$ cat src/rtl/game_countdown.sv
// Game countdown timer: counts down from START_VAL on each tick while running,
// supports pause/resume, flags a low-time warning and pulses game_end on expiry.
// Optional bonus-time feature is enabled by defining GAME_COUNTDOWN_BONUS_EN;
// without it add_time/add_amount are present but ignored.
module game_countdown #(
    parameter int WIDTH       = 6,
    parameter int START_VAL   = 40,
    parameter int MAX_VAL     = 63,
    parameter int WARN_THRESH = 10
) (
    input  logic             timer_clk,
    input  logic             rst,
    input  logic             tick,
    input  logic             start,
    input  logic             pause,
    input  logic             add_time,
    input  logic [WIDTH-1:0] add_amount,
    output logic [WIDTH-1:0] time_remaining,
    output logic             game_end,
    output logic             expired,
    output logic             running,
    output logic             warning
);

    typedef enum logic [1:0] {
        IDLE    = 2'd0,
        RUN     = 2'd1,
        PAUSED  = 2'd2,
        EXPIRED = 2'd3
    } state_t;

    localparam logic [WIDTH-1:0] START_W = WIDTH'(START_VAL);
    localparam logic [WIDTH-1:0] WARN_W  = WIDTH'(WARN_THRESH);

    state_t           state_q, state_d;
    logic [WIDTH-1:0] count_q, count_d;
    logic             game_end_q, game_end_d;
    logic             expired_q, expired_d;
    logic             running_q, running_d;
    logic             warning_q, warning_d;

    // A bonus is only effective with a non-zero amount; bonusCount is the
    // count that results when a bonus is applied this cycle.
    logic             bonusValid;
    logic [WIDTH-1:0] bonusCount;

`ifdef GAME_COUNTDOWN_BONUS_EN
    localparam logic [WIDTH-1:0] MAX_W  = WIDTH'(MAX_VAL);
    localparam logic [WIDTH:0]   MAX_W1 = (WIDTH+1)'(MAX_VAL);

    logic             tickDec;
    logic [WIDTH:0]   bonusSum;

    assign bonusValid = add_time && (add_amount != '0);
    assign tickDec    = (state_q == RUN) && tick;

    // Bonus sum in one extra bit so it can never wrap, then clamp to MAX_VAL.
    always_comb begin
        bonusSum   = {1'b0, count_q} + {1'b0, add_amount} - {{WIDTH{1'b0}}, tickDec};
        bonusCount = (bonusSum > MAX_W1) ? MAX_W : bonusSum[WIDTH-1:0];
    end
`else
    logic unusedBonusInputs;

    assign bonusValid        = 1'b0;
    assign bonusCount        = count_q;
    assign unusedBonusInputs = ^{add_time, add_amount};
`endif

    // Next-state and next-count logic; start overrides everything but reset.
    always_comb begin
        state_d = state_q;
        count_d = count_q;
        if (start) begin
            state_d = RUN;
            count_d = START_W;
        end else begin
            case (state_q)
                RUN: begin
                    if (bonusValid) begin
                        count_d = bonusCount;
                        if (pause) state_d = PAUSED;
                    end else if (tick) begin
                        if (count_q <= WIDTH'(1)) begin
                            count_d = '0;
                            state_d = EXPIRED;
                        end else begin
                            count_d = count_q - WIDTH'(1);
                            if (pause) state_d = PAUSED;
                        end
                    end else if (pause) begin
                        state_d = PAUSED;
                    end
                end
                PAUSED: begin
                    if (bonusValid) count_d = bonusCount;
                    if (pause) state_d = RUN;
                end
                EXPIRED: begin
                    count_d = '0;
                end
                default: begin
                end
            endcase
        end
    end

    // Outputs are derived from the next state/count so they register alongside them.
    always_comb begin
        game_end_d = (state_q == RUN) && (state_d == EXPIRED);
        expired_d  = (state_d == EXPIRED);
        running_d  = (state_d == RUN);
        warning_d  = ((state_d == RUN) || (state_d == PAUSED)) &&
                     (count_d != '0) && (count_d <= WARN_W);
    end

    // State, count and output registers with synchronous reset.
    always_ff @(posedge timer_clk) begin
        if (rst) begin
            state_q    <= IDLE;
            count_q    <= START_W;
            game_end_q <= 1'b0;
            expired_q  <= 1'b0;
            running_q  <= 1'b0;
            warning_q  <= 1'b0;
        end else begin
            state_q    <= state_d;
            count_q    <= count_d;
            game_end_q <= game_end_d;
            expired_q  <= expired_d;
            running_q  <= running_d;
            warning_q  <= warning_d;
        end
    end

    assign time_remaining = count_q;
    assign game_end       = game_end_q;
    assign expired        = expired_q;
    assign running        = running_q;
    assign warning        = warning_q;

endmodule

$ cat config.mk
export PLATFORM = sky130hd
export DESIGN_NAME = game_countdown
export DESIGN_NICKNAME = d
export VERILOG_FILES = /design/src/rtl/game_countdown.sv
export SDC_FILE = /design/constraint.sdc
export NUM_CORES = 1
export LEC_CHECK = 0
export CAP_MARGIN = 25
export CORE_MARGIN = 1.5
export CORE_UTILIZATION = 31
export CTS_CLUSTER_SIZE = 14
export DETAILED_ROUTE_END_ITERATION = 7
export PLACE_DENSITY = 0.66
export SLEW_MARGIN = 40
export SYNTH_ARGS = -nofsm -noshare
export SYNTH_HDL_FRONTEND = slang
export SYNTH_SLANG_ARGS = --single-unit
$ cat constraint.sdc
create_clock -name timer_clk -period 2.4 [get_ports timer_clk]
set_input_delay 0.6 -clock timer_clk [delete_from_list [all_inputs] [get_ports timer_clk]]
set_output_delay 0.6 -clock timer_clk [all_outputs]
set_load 0.005 [all_outputs]
# Yosys cells after proc, flatten, opt, wreduce, memory -nomap -nowiden
# Cells that the tools add are included.
dict set report totals {
  ff_bits 12
  latchBits 0
  ramBits 0
  romBits 0
  inputBits 12
  output_inout_bits 10
  elab_cells 30
  n_memories 0
}
dict set report classes {
  add_sub_neg 1
  mul 0
  div_mod_pow 0
  order_cmp 2
  n_eq_ne 6
  n_shift 0
  mux 10
  bitwise_logic 0
  reduce_logical 5
}
# cell n
set ops {}
lappend ops {{$mux 6} 3}
lappend ops {{$pmux 6 s2} 1}
lappend ops {{$mux 2} 5}
lappend ops {{$eq 2x2->1 const B} 4}
lappend ops {{$le 6x1->1 const B} 1}
lappend ops {{$le 6x4->1 const B} 1}
lappend ops {{$reduce_bool 6->1} 1}
lappend ops {{$sub 6x1->6 const B} 1}
lappend ops {{$eq 2x1->1 const B} 2}
lappend ops {{$pmux 2 s2} 1}
lappend ops {{$logic_and 1x1->1} 3}
lappend ops {{$logic_or 1x1->1} 1}

# Logic depth before layout (Yosys ltp)
# Gate-level depths: netlist of the first run.
dict set report depth {
  depth_word 9
  depth_mapped 10
  depth_no_buf 10
}

# Worst setup path before layout of the first run
# Ideal clock, no wire load.
dict set report synth_timing {
  path_type {in2reg}
  from {input tick}
  to {register warning_q, in the netlist warning}
  setup_ns 0.088
  arrival_ns 2.253
  required_ns 2.312
  setup_slack_ns 0.059
  cell_stages 7
  path_cell_list {nand2b_1 nor4_2 o21bai_1 a221o_1 ha_1 a211o_1 a311oi_2}
}
dict set report synth_via {
  elab_chain_len 7
  elab_cells_between_ends 13
}
# item line
set synth_lines {}
lappend synth_lines {{from (decl)} 13} ;# input logic tick,
lappend synth_lines {{branches (longest 6 deep; another with $le 6x4->1)} --}
lappend synth_lines {{$logic_and 1x1->1 *} 114} ;# (count_d != '0) && (count_d <= WARN_W);
lappend synth_lines {{to (signal assigned)} 132} ;# warning_q <= warning_d;
lappend synth_lines {{to (decl)} 40} ;# logic warning_q, warning_d;
# Mark *: on every way between the ends.
# A chain may end at the register's enable or synchronous reset.

# Worst setup path in the final report of the first run
# Ends and elaborated chain as after synthesis.

==> results of run 1 <==
-- layer usage --
layer,GRT usage (%),wire length (um),vias to the layer above
li1,-,-,357
met1,19.6,817,326
met2,23.8,809,20
met3,2.86,97,5
met4,8.12,36,0
met5,0,0,-
-- flip-flops by register name (all words and copies together) (netlist names) --
name / cells
time_remaining: 6
state_q: 2
expired: 1
game_end: 1
running: 1
warning: 1
-- logic make-up (layout without fill, tap and decap cells) --
logic type,Yosys count,in the layout,share of synthesized area [%]
and+or+nand+nor,32,32,25.9
AOI/OAI and AO/OA,20,20,23.1
DFF,12,12,31.9
buffers and inverters,8,37,3.99
adders and majority gates,7,7,11.6
xor gates and xnor gates,3,3,3.49
-- synthesized netlist by cell type, types with 2 or more instances --
master and instances:
ha_1 7, dfxtp_1 12, xor2_1 2, a211oi_1 2
inv_1 6, nand2_1 2, nor2b_1 5, nor2_1 6
o21ai_0 5, and2_1 3, nor3_1 3, a211o_1 2
clkbuf_1 2, nand2b_1 2
-- where the power goes --
part / switching (mW) / internal, mW
clock network: 0.0790 / 0.0924
logic: 0.0472 / 0.0476
registers: 0.00532 / 0.204
-- repair_timing --
item / 4_1_cts / 5_1_grt
pin swaps: 5 / 4
resized for setup: 9 / 3
setup endpoints to repair: 2 / 1
buffers inserted: 1 / 0
-- critical path, delay by kind of cell --
kind | cells | cell delay, ns
buf+inv | 2 | 0.38
simple gates | 2 | 0.38
fa+ha+maj | 1 | 0.23
compound gates | 4 | 0.85
-- metrics by stage --
step	setup slack (ns)	hold slack (ns)
final	0.154	0.643
after global routing	0.0292	0.685
after CTS	0.0107	0.650
after detailed placement	-0.462	0.629
after global placement	-0.425	0.604
after floorplan	0.0589	0.589
-- worst paths after layout --
| kind | start | end | cells after the start |
|---|---|---|---|
| worst max-delay path | tick | warning | 9 |
| worst max register to register | time_remaining[0] | warning | 10 |
| worst min register to register | time_remaining[0] | time_remaining[0] | 3 |
| worst min-delay path | time_remaining[0] | time_remaining[0] | 3 |
-- final cells by class --
class                           instances  area (um^2)
Inverter                                6         22.5
Fill cell                             220         1160
Timing Repair Buffer                   27          236
Clock buffer                            4         36.3
Multi-Input combinational cell         62          515
Sequential cell                        12          245
Tap cell                               28         35.0
==> out/results.tsv, run 1 <==
metric	value	unit
design_area	1090	um^2
fin_cells	139	
gp_congestion	0.874	
dr.pass1.iters	4	
synth.avg_cell_area	9.19	um^2
ant_nets	0	
async_flop_share	0	%
antenna_found_initial	0	
clock_latency	0.28	ns
grt_max_degree	13	
dp.cells	134	
fin_util	48.4	%
clk_pin_slew	0.08	ns
ctsHoldBuffers	0	
initial_utilization	33.4	%
dieArea	2730	um^2
yosysWarnings	0	
fin_crit	2.25	ns
synth.area.top_cells	dfxtp_1 32%, ha_1 12%, nor2b_1 4.2%, o311ai_4 3.5%, o21ai_0 3.3%	
area_growth_syn_to_layout	44.9	%
drcViolationCount	0	
overflow	0	
power.leakage	0.452	nW
layout_common_cells	13 x clkdlybuf4s50_1, 13 x buf_4, 10 x dfxtp_1	
setup_viol	0	
ys_types	37	
routed_via_density	5.09	
worst-path-max-fanout	3	
finalMaxSlewViolations	0	
endpoint_kind	flip-flop	
ios	22	
clock_sinks	12	
placed_cell_area	1010	um^2
ys_seq_elements	12	
fin_crit_sh	93.6	%
timing.fmax	445	MHz
min_path_type	reg2reg	
synth_cells	82	
die_w	52.3	um
rows	17	
grt_pass1_wl	3040	um
maxCapViolCount	0	
cts_tree	done	
crit_type	in2reg	
irDropWorstVdd	0.163	mV
antenna_cells	0	
vias	708	
cp.arrival	2.45	ns
yosysTopAreaCell	dfxtp_1	
post-dp-hpwl	1380	um
max_stage_delay	0.35	ns
synth_edf_count	0	
grt_use_total	15.2	%
status	complete, no violations	
core-area	2250	um^2
netlist_area	753	um^2
ctsHtreeMaxLevel	1	
relSlewSlack	79.5	%
yosysTopAreaCellShare	31.9	%
rsz0062_at_grt	no	
grt_pass1_vias	691	
powerDensity	436	nW/um^2
start_kind	input pin	
critPathRequiredTime	2.60	ns
r2r_slack	0.17	ns
port_buffers	14	
die_h	52.3	um
finalPower	475	uW
finalWirelength	1760	um
hold_viol	0	
drive_gt1_share	29.7	%
drtIter0Drc	15	
nNetsFinal	131	
worst_pin_slew	0.305	ns
yosys_most_used_dff	dfxtp_1	
cts_buffers	3	
path_cells	dlygate4sd2_1 > nand2b_1 > nor4_4 > buf_4 > o21bai_1 > a221o_1 > ha_4 > a211o_1 > a311oi_2	
tns	0	ns
ys_seq_area_share	31.9	%
cts_root_buf	clkbuf_4	
synthesis.nets	101	
slowest_stage	a221o_1	
fin_skew	0.00246	ns
detail_route.wl_per_cell	12.7	um
cts_buffer_depth	2	
No activity file was read; power rests on OpenSTA's default activity.
==> run 2, diff against run 1 <==
--- a/config.mk
+++ b/config.mk
@@ -6,7 +6,7 @@
 export NUM_CORES = 1
 export LEC_CHECK = 0
 export CAP_MARGIN = 25
-export CORE_MARGIN = 1.5
+export CORE_MARGIN = 2
 export CORE_UTILIZATION = 31
 export CTS_CLUSTER_SIZE = 14
 export DETAILED_ROUTE_END_ITERATION = 7
==> run 2 against run 1 <==
Clock-buffer cell count decreased by 1; global-route usage decreased by 1.2 points; first-iteration DRC count unchanged; combinational power shrank 7.0%; utilization fell by 2.5 points; clock power down 32%; highest routed layer unchanged; critical path type is now reg2reg; critical path depth stayed put; non-clock buffer count shrank 2; sequential share of layout area up 0.98 points; worst setup slack better by 0.018 ns; largest cell class unchanged; clock skew down 0.0016 ns; wire length is 5.6% lower.
==> out/results.tsv, run 2 (synthesis results as in run 1) <==
metric	value	unit
status	complete, no violations	
whs	0.646	ns
routed_via_density	5.22	
area_growth_syn_to_layout	37.4	%
drive_gt1_share	25.0	%
drtIter0Drc	15	
die_w	53.3	um
die_h	53.3	um
dr.pass1.iters	4	
cts_tree	done	
nNetsFinal	129	
critPathRequiredTime	2.58	ns
cp.arrival	2.41	ns
ant_nets	0	
min_path_type	reg2reg	
irDropWorstVdd	0.213	mV
drcViolationCount	0	
largest_reg_flops	6	
finalPower	415	uW
cts_buffer_depth	2	
pre_cts_ws	-0.551	ns
placed_cell_area	996	um^2
max_stage_delay	0.36	ns
post-dp-hpwl	1340	um
vias	710	
crit_type	reg2reg	
endpoint_kind	flip-flop	
relSlewSlack	79.2	%
powerDensity	401	nW/um^2
dieArea	2840	um^2
port_buffers	14	
detail_route.wl_per_cell	12.2	um
antenna_found_initial	0	
initial_utilization	33.4	%
finalWirelength	1660	um
overflow	0	
min_delay_path_depth	2	
fin_ws	0.172	ns
layout_common_cells	13 x clkdlybuf4s50_1, 11 x buf_4, 10 x dfxtp_1, 6 x nor2_1, 6 x ha_1	
worst_pin_slew	0.310	ns
timing.fmax	449	MHz
layout_commonest_cell	clkdlybuf4s50_1	
cts_buffers	3	
clock_latency	0.26	ns
grt_max_degree	13	
power.leakage	0.428	nW
worst-path-max-fanout	6	
fin_crit_sh	92.8	%
path_cells	inv_2 > ha_2 > nor2_1 > nor4_4 > o21bai_1 > a221o_1 > ha_1 > a211o_1 > a311oi_2	
grt_pass1_wl	2840	um
clock_sinks	12	
finalMaxSlewViolations	0	
r2r_slack	0.17	ns
cts_root_buf	clkbuf_4	
dp.cells	132	
rsz0062_at_grt	no	
slowest_stage	a221o_1	
design_area	1030	um^2
core-area	2250	um^2
fin_cells	136	
fin_skew	0.000815	ns
grt_use_total	14.0	%
ios	22	
setup_viol	0	
gp_congestion	0.801	
start_kind	flip-flop	
clk_pin_slew	0.06	ns
antenna_cells	0	
r2r_cells	9	
fin_crit	2.23	ns
hold_viol	0	
grt_pass1_vias	657	
ctsHtreeMaxLevel	1	
rows	17	
maxCapViolCount	0	
[run 2: path summary, 6_finish.rpt]
check | startpoint | end
worst max-delay path | time_remaining[0] | warning
worst min-delay path | time_remaining[4] | time_remaining[4]
worst max register to register | time_remaining[0] | warning
worst min register to register | time_remaining[4] | time_remaining[4]
[run 2: cell type report]
class                      instances  area, um^2
multi-input combinational         62         494
clock buffer                       3        22.5
timing repair buffer              25         218
inverter                           6        22.5
sequential                        12         243
fill                             242        1220
tap                               28        35.0
[run 2: worst max-delay path, delay by kind of cell, from the launching register on]
| kind | cells | cell delay (ns) |
|---|---|---|
| compound gates | 4 | 0.91 |
| fa+ha+maj | 2 | 0.45 |
| buf+inv | 1 | 0.07 |
| flops | 1 | 0.35 |
| simple gates | 2 | 0.34 |
[run 2: repair_timing]
action,in CTS,in global routing
hold buffers,0,0
setup endpoints to repair,2,1
cloned,0,0
resized for setup,2,6
pin swaps,1,4
endpoints found under the hold margin,0,0
setup buffers,0,1
[run 2: stage by stage]
| step | TNS [ns] | util (%) |
|---|---|---|
| 6_report | 0 | 45.9 |
| 5_1_grt | 0 | 45.9 |
| 4_1_cts | 0 | 45.5 |
| 3_5_place_dp | -1.41 | 44.2 |
| 3_3_place_gp | -1.14 | 44.2 |
| 2_1_floorplan | 0 | - |
[run 2: metal layers]
metal | up-vias | share of wire (%) | track usage [%]
li1 | 355 | - | -
met1 | 333 | 46 | 16.2
met2 | 17 | 47 | 23.9
met3 | 5 | 3.2 | 1.69
met4 | 0 | 2.9 | 8.97
met5 | - | 0 | 0
[run 2: power breakdown]
group / internal (mW) / leakage [nW] / switching, mW
Sequential: 0.205 / 0.0986 / 0.00580
Combinational: 0.0446 / 0.315 / 0.0436
Clock: 0.0580 / 0.0138 / 0.0577
Total: 0.307 / 0.428 / 0.107
==> run 3, diff against run 2 <==
--- a/config.mk
+++ b/config.mk
@@ -6,8 +6,9 @@
 export NUM_CORES = 1
 export LEC_CHECK = 0
 export CAP_MARGIN = 25
-export CORE_MARGIN = 2
+export CORE_MARGIN = 1
 export CORE_UTILIZATION = 31
+export CTS_BUF_LIST = sky130_fd_sc_hd__clkbuf_4 sky130_fd_sc_hd__clkbuf_8
 export CTS_CLUSTER_SIZE = 14
 export DETAILED_ROUTE_END_ITERATION = 7
 export PLACE_DENSITY = 0.66
==> run 3 against run 2 <==
Maximum frequency down 2.8%; clock skew up 0.0032 ns; sequential share of layout area down 0.62 points; worst setup slack worse by 0.064 ns; clock-buffer cell count unchanged; critical path depth down 1; global-route usage up 0.43 points; register-to-register slack worse by 0.02 ns; critical path type is now in2reg.
==> out/results.tsv, run 3 (synthesis results as in run 1) <==
metric	value	unit
status	complete, no violations	
worst_pin_slew	0.329	ns
power.leakage	0.450	nW
cts_root_buf	clkbuf_4	
gp_congestion	0.842	
detail_route.wl_per_cell	12.3	um
fin_util	46.9	%
endpoint_kind	flip-flop	
grt_max_degree	12	
dieArea	2630	um^2
area_growth_syn_to_layout	40.4	%
timing.fmax	436	MHz
min-delay-start	time_remaining[5]	
nNetsFinal	131	
r2r_cells	7	
grt_pass1_wl	2760	um
grt_use_total	14.4	%
die_w	51.3	um
irDropWorstVdd	0.156	mV
port_buffers	14	
worst-path-max-fanout	3	
path_cells	dlygate4sd2_1 > nand2b_1 > nor4_4 > o21bai_1 > a221o_1 > ha_1 > a211o_1 > a311oi_2	
rsz0062_at_grt	no	
endpoint	warning	
critical_path.reg2reg.startpoint	time_remaining[4]	
post-dp-hpwl	1300	um
hold_viol	0	
rows	17	
crit_type	in2reg	
drcViolationCount	0	
vias	725	
max_stage_delay	0.32	ns
placed_cell_area	1000	um^2
fin_crit_sh	95.5	%
grt_pass1_vias	610	
powerDensity	404	nW/um^2
min_path_type	reg2reg	
fin_ws	0.108	ns
drive_gt1_share	24.5	%
layout_commonest_cell	buf_4	
clk_pin_slew	0.07	ns
routed_via_density	5.25	
cts_tree	done	
rr_endpoint	warning	
pre_cts_ws	-0.462	ns
clock_sinks	12	
critPathRequiredTime	2.58	ns
ant_nets	0	
core-area	2250	um^2
largest_reg_flops	6	
finalWirelength	1700	um
initial_utilization	33.4	%
fin_crit	2.29	ns
die_h	51.3	um
startpoint	tick	
start_kind	input pin	
finalMaxSlewViolations	0	
r2r_slack	0.15	ns
design_area	1060	um^2
antenna_cells	0	
clock_latency	0.27	ns
cp.arrival	2.47	ns
layout_common_cells	13 x buf_4, 12 x clkdlybuf4s50_1, 11 x dfxtp_1, 7 x ha_1, 6 x inv_1	
drtIter0Drc	11	
dr.pass1.iters	7	
fillers	226	
overflow	0	
maxCapViolCount	0	
slowest_stage	a221o_1	
setup_viol	0	
relSlewSlack	77.9	%
cts_buffer_depth	2	
antenna_found_initial	0	
fin_skew	0.00405	ns
ctsHtreeMaxLevel	1	
cts_buffers	3	
ios	22	
## run 3: layout make-up
| cell class | instances | area (um^2) | share of cell area, % |
|---|---|---|---|
| multi-input cells | 62 | 497 | 47.0 |
| flip-flops and latches | 12 | 241 | 22.8 |
| repair buffers | 27 | 239 | 22.6 |
| well taps | 28 | 35.0 | 3.31 |
| clock buffers | 3 | 22.5 | 2.13 |
| inverters | 6 | 22.5 | 2.13 |
## run 3: worst max-delay path, delay by kind of cell
family	cells	cell delay [ns]
AO/OA/AOI/OAI	4	0.94
adder cells (fa/ha/maj)	1	0.31
buffers and inverters	1	0.22
AND/OR/NAND/NOR	2	0.39
## run 3: power by group
part           leakage, nW  total (mW)  switching [mW]  internal [mW]
combinational        0.338      0.0945          0.0471         0.0475
sequential          0.0981       0.209         0.00418          0.205
clock               0.0138       0.124          0.0658         0.0580
total                0.450       0.427           0.117          0.310
## run 3: layer usage
layer	track usage (%)	routed length (um)	vias to the layer above
met5	0	0	-
met4	6.76	19	0
met3	2.68	110	4
met2	22.4	766	35
met1	19.1	799	332
li1	-	-	354
## run 3: how the worst min path moves through the flow
stage | end | depth (start not counted)
2_1_floorplan | time_remaining[5] | 2
3_3_place_gp | time_remaining[5] | 2
3_5_place_dp | time_remaining[5] | 2
4_1_cts | time_remaining[5] | 2
5_1_grt | time_remaining[4] | 2
6_report | time_remaining[5] | 2
## run 3: stage by stage
| stage | hold slack, ns | TNS [ns] | total power [mW] | instances |
|---|---|---|---|---|
| floorplan | 0.589 | 0 | 0.262 | 82 |
| global placement | 0.608 | -0.887 | 0.303 | 133 |
| detailed placement | 0.611 | -0.917 | 0.305 | 133 |
| CTS | 0.635 | 0 | 0.436 | 138 |
| global route | 0.681 | 0 | 0.456 | 138 |
| finish | 0.638 | 0 | 0.427 | 138 |
## run 3: what timing repair did
| action | 4_1_cts | 5_1_grt |
|---|---|---|
| hold buffers | 0 | 0 |
| resized for setup | 2 | 5 |
| setup buffers | 2 | 0 |
| endpoints found under the setup margin | 1 | 1 |
| pin swaps | 6 | 3 |
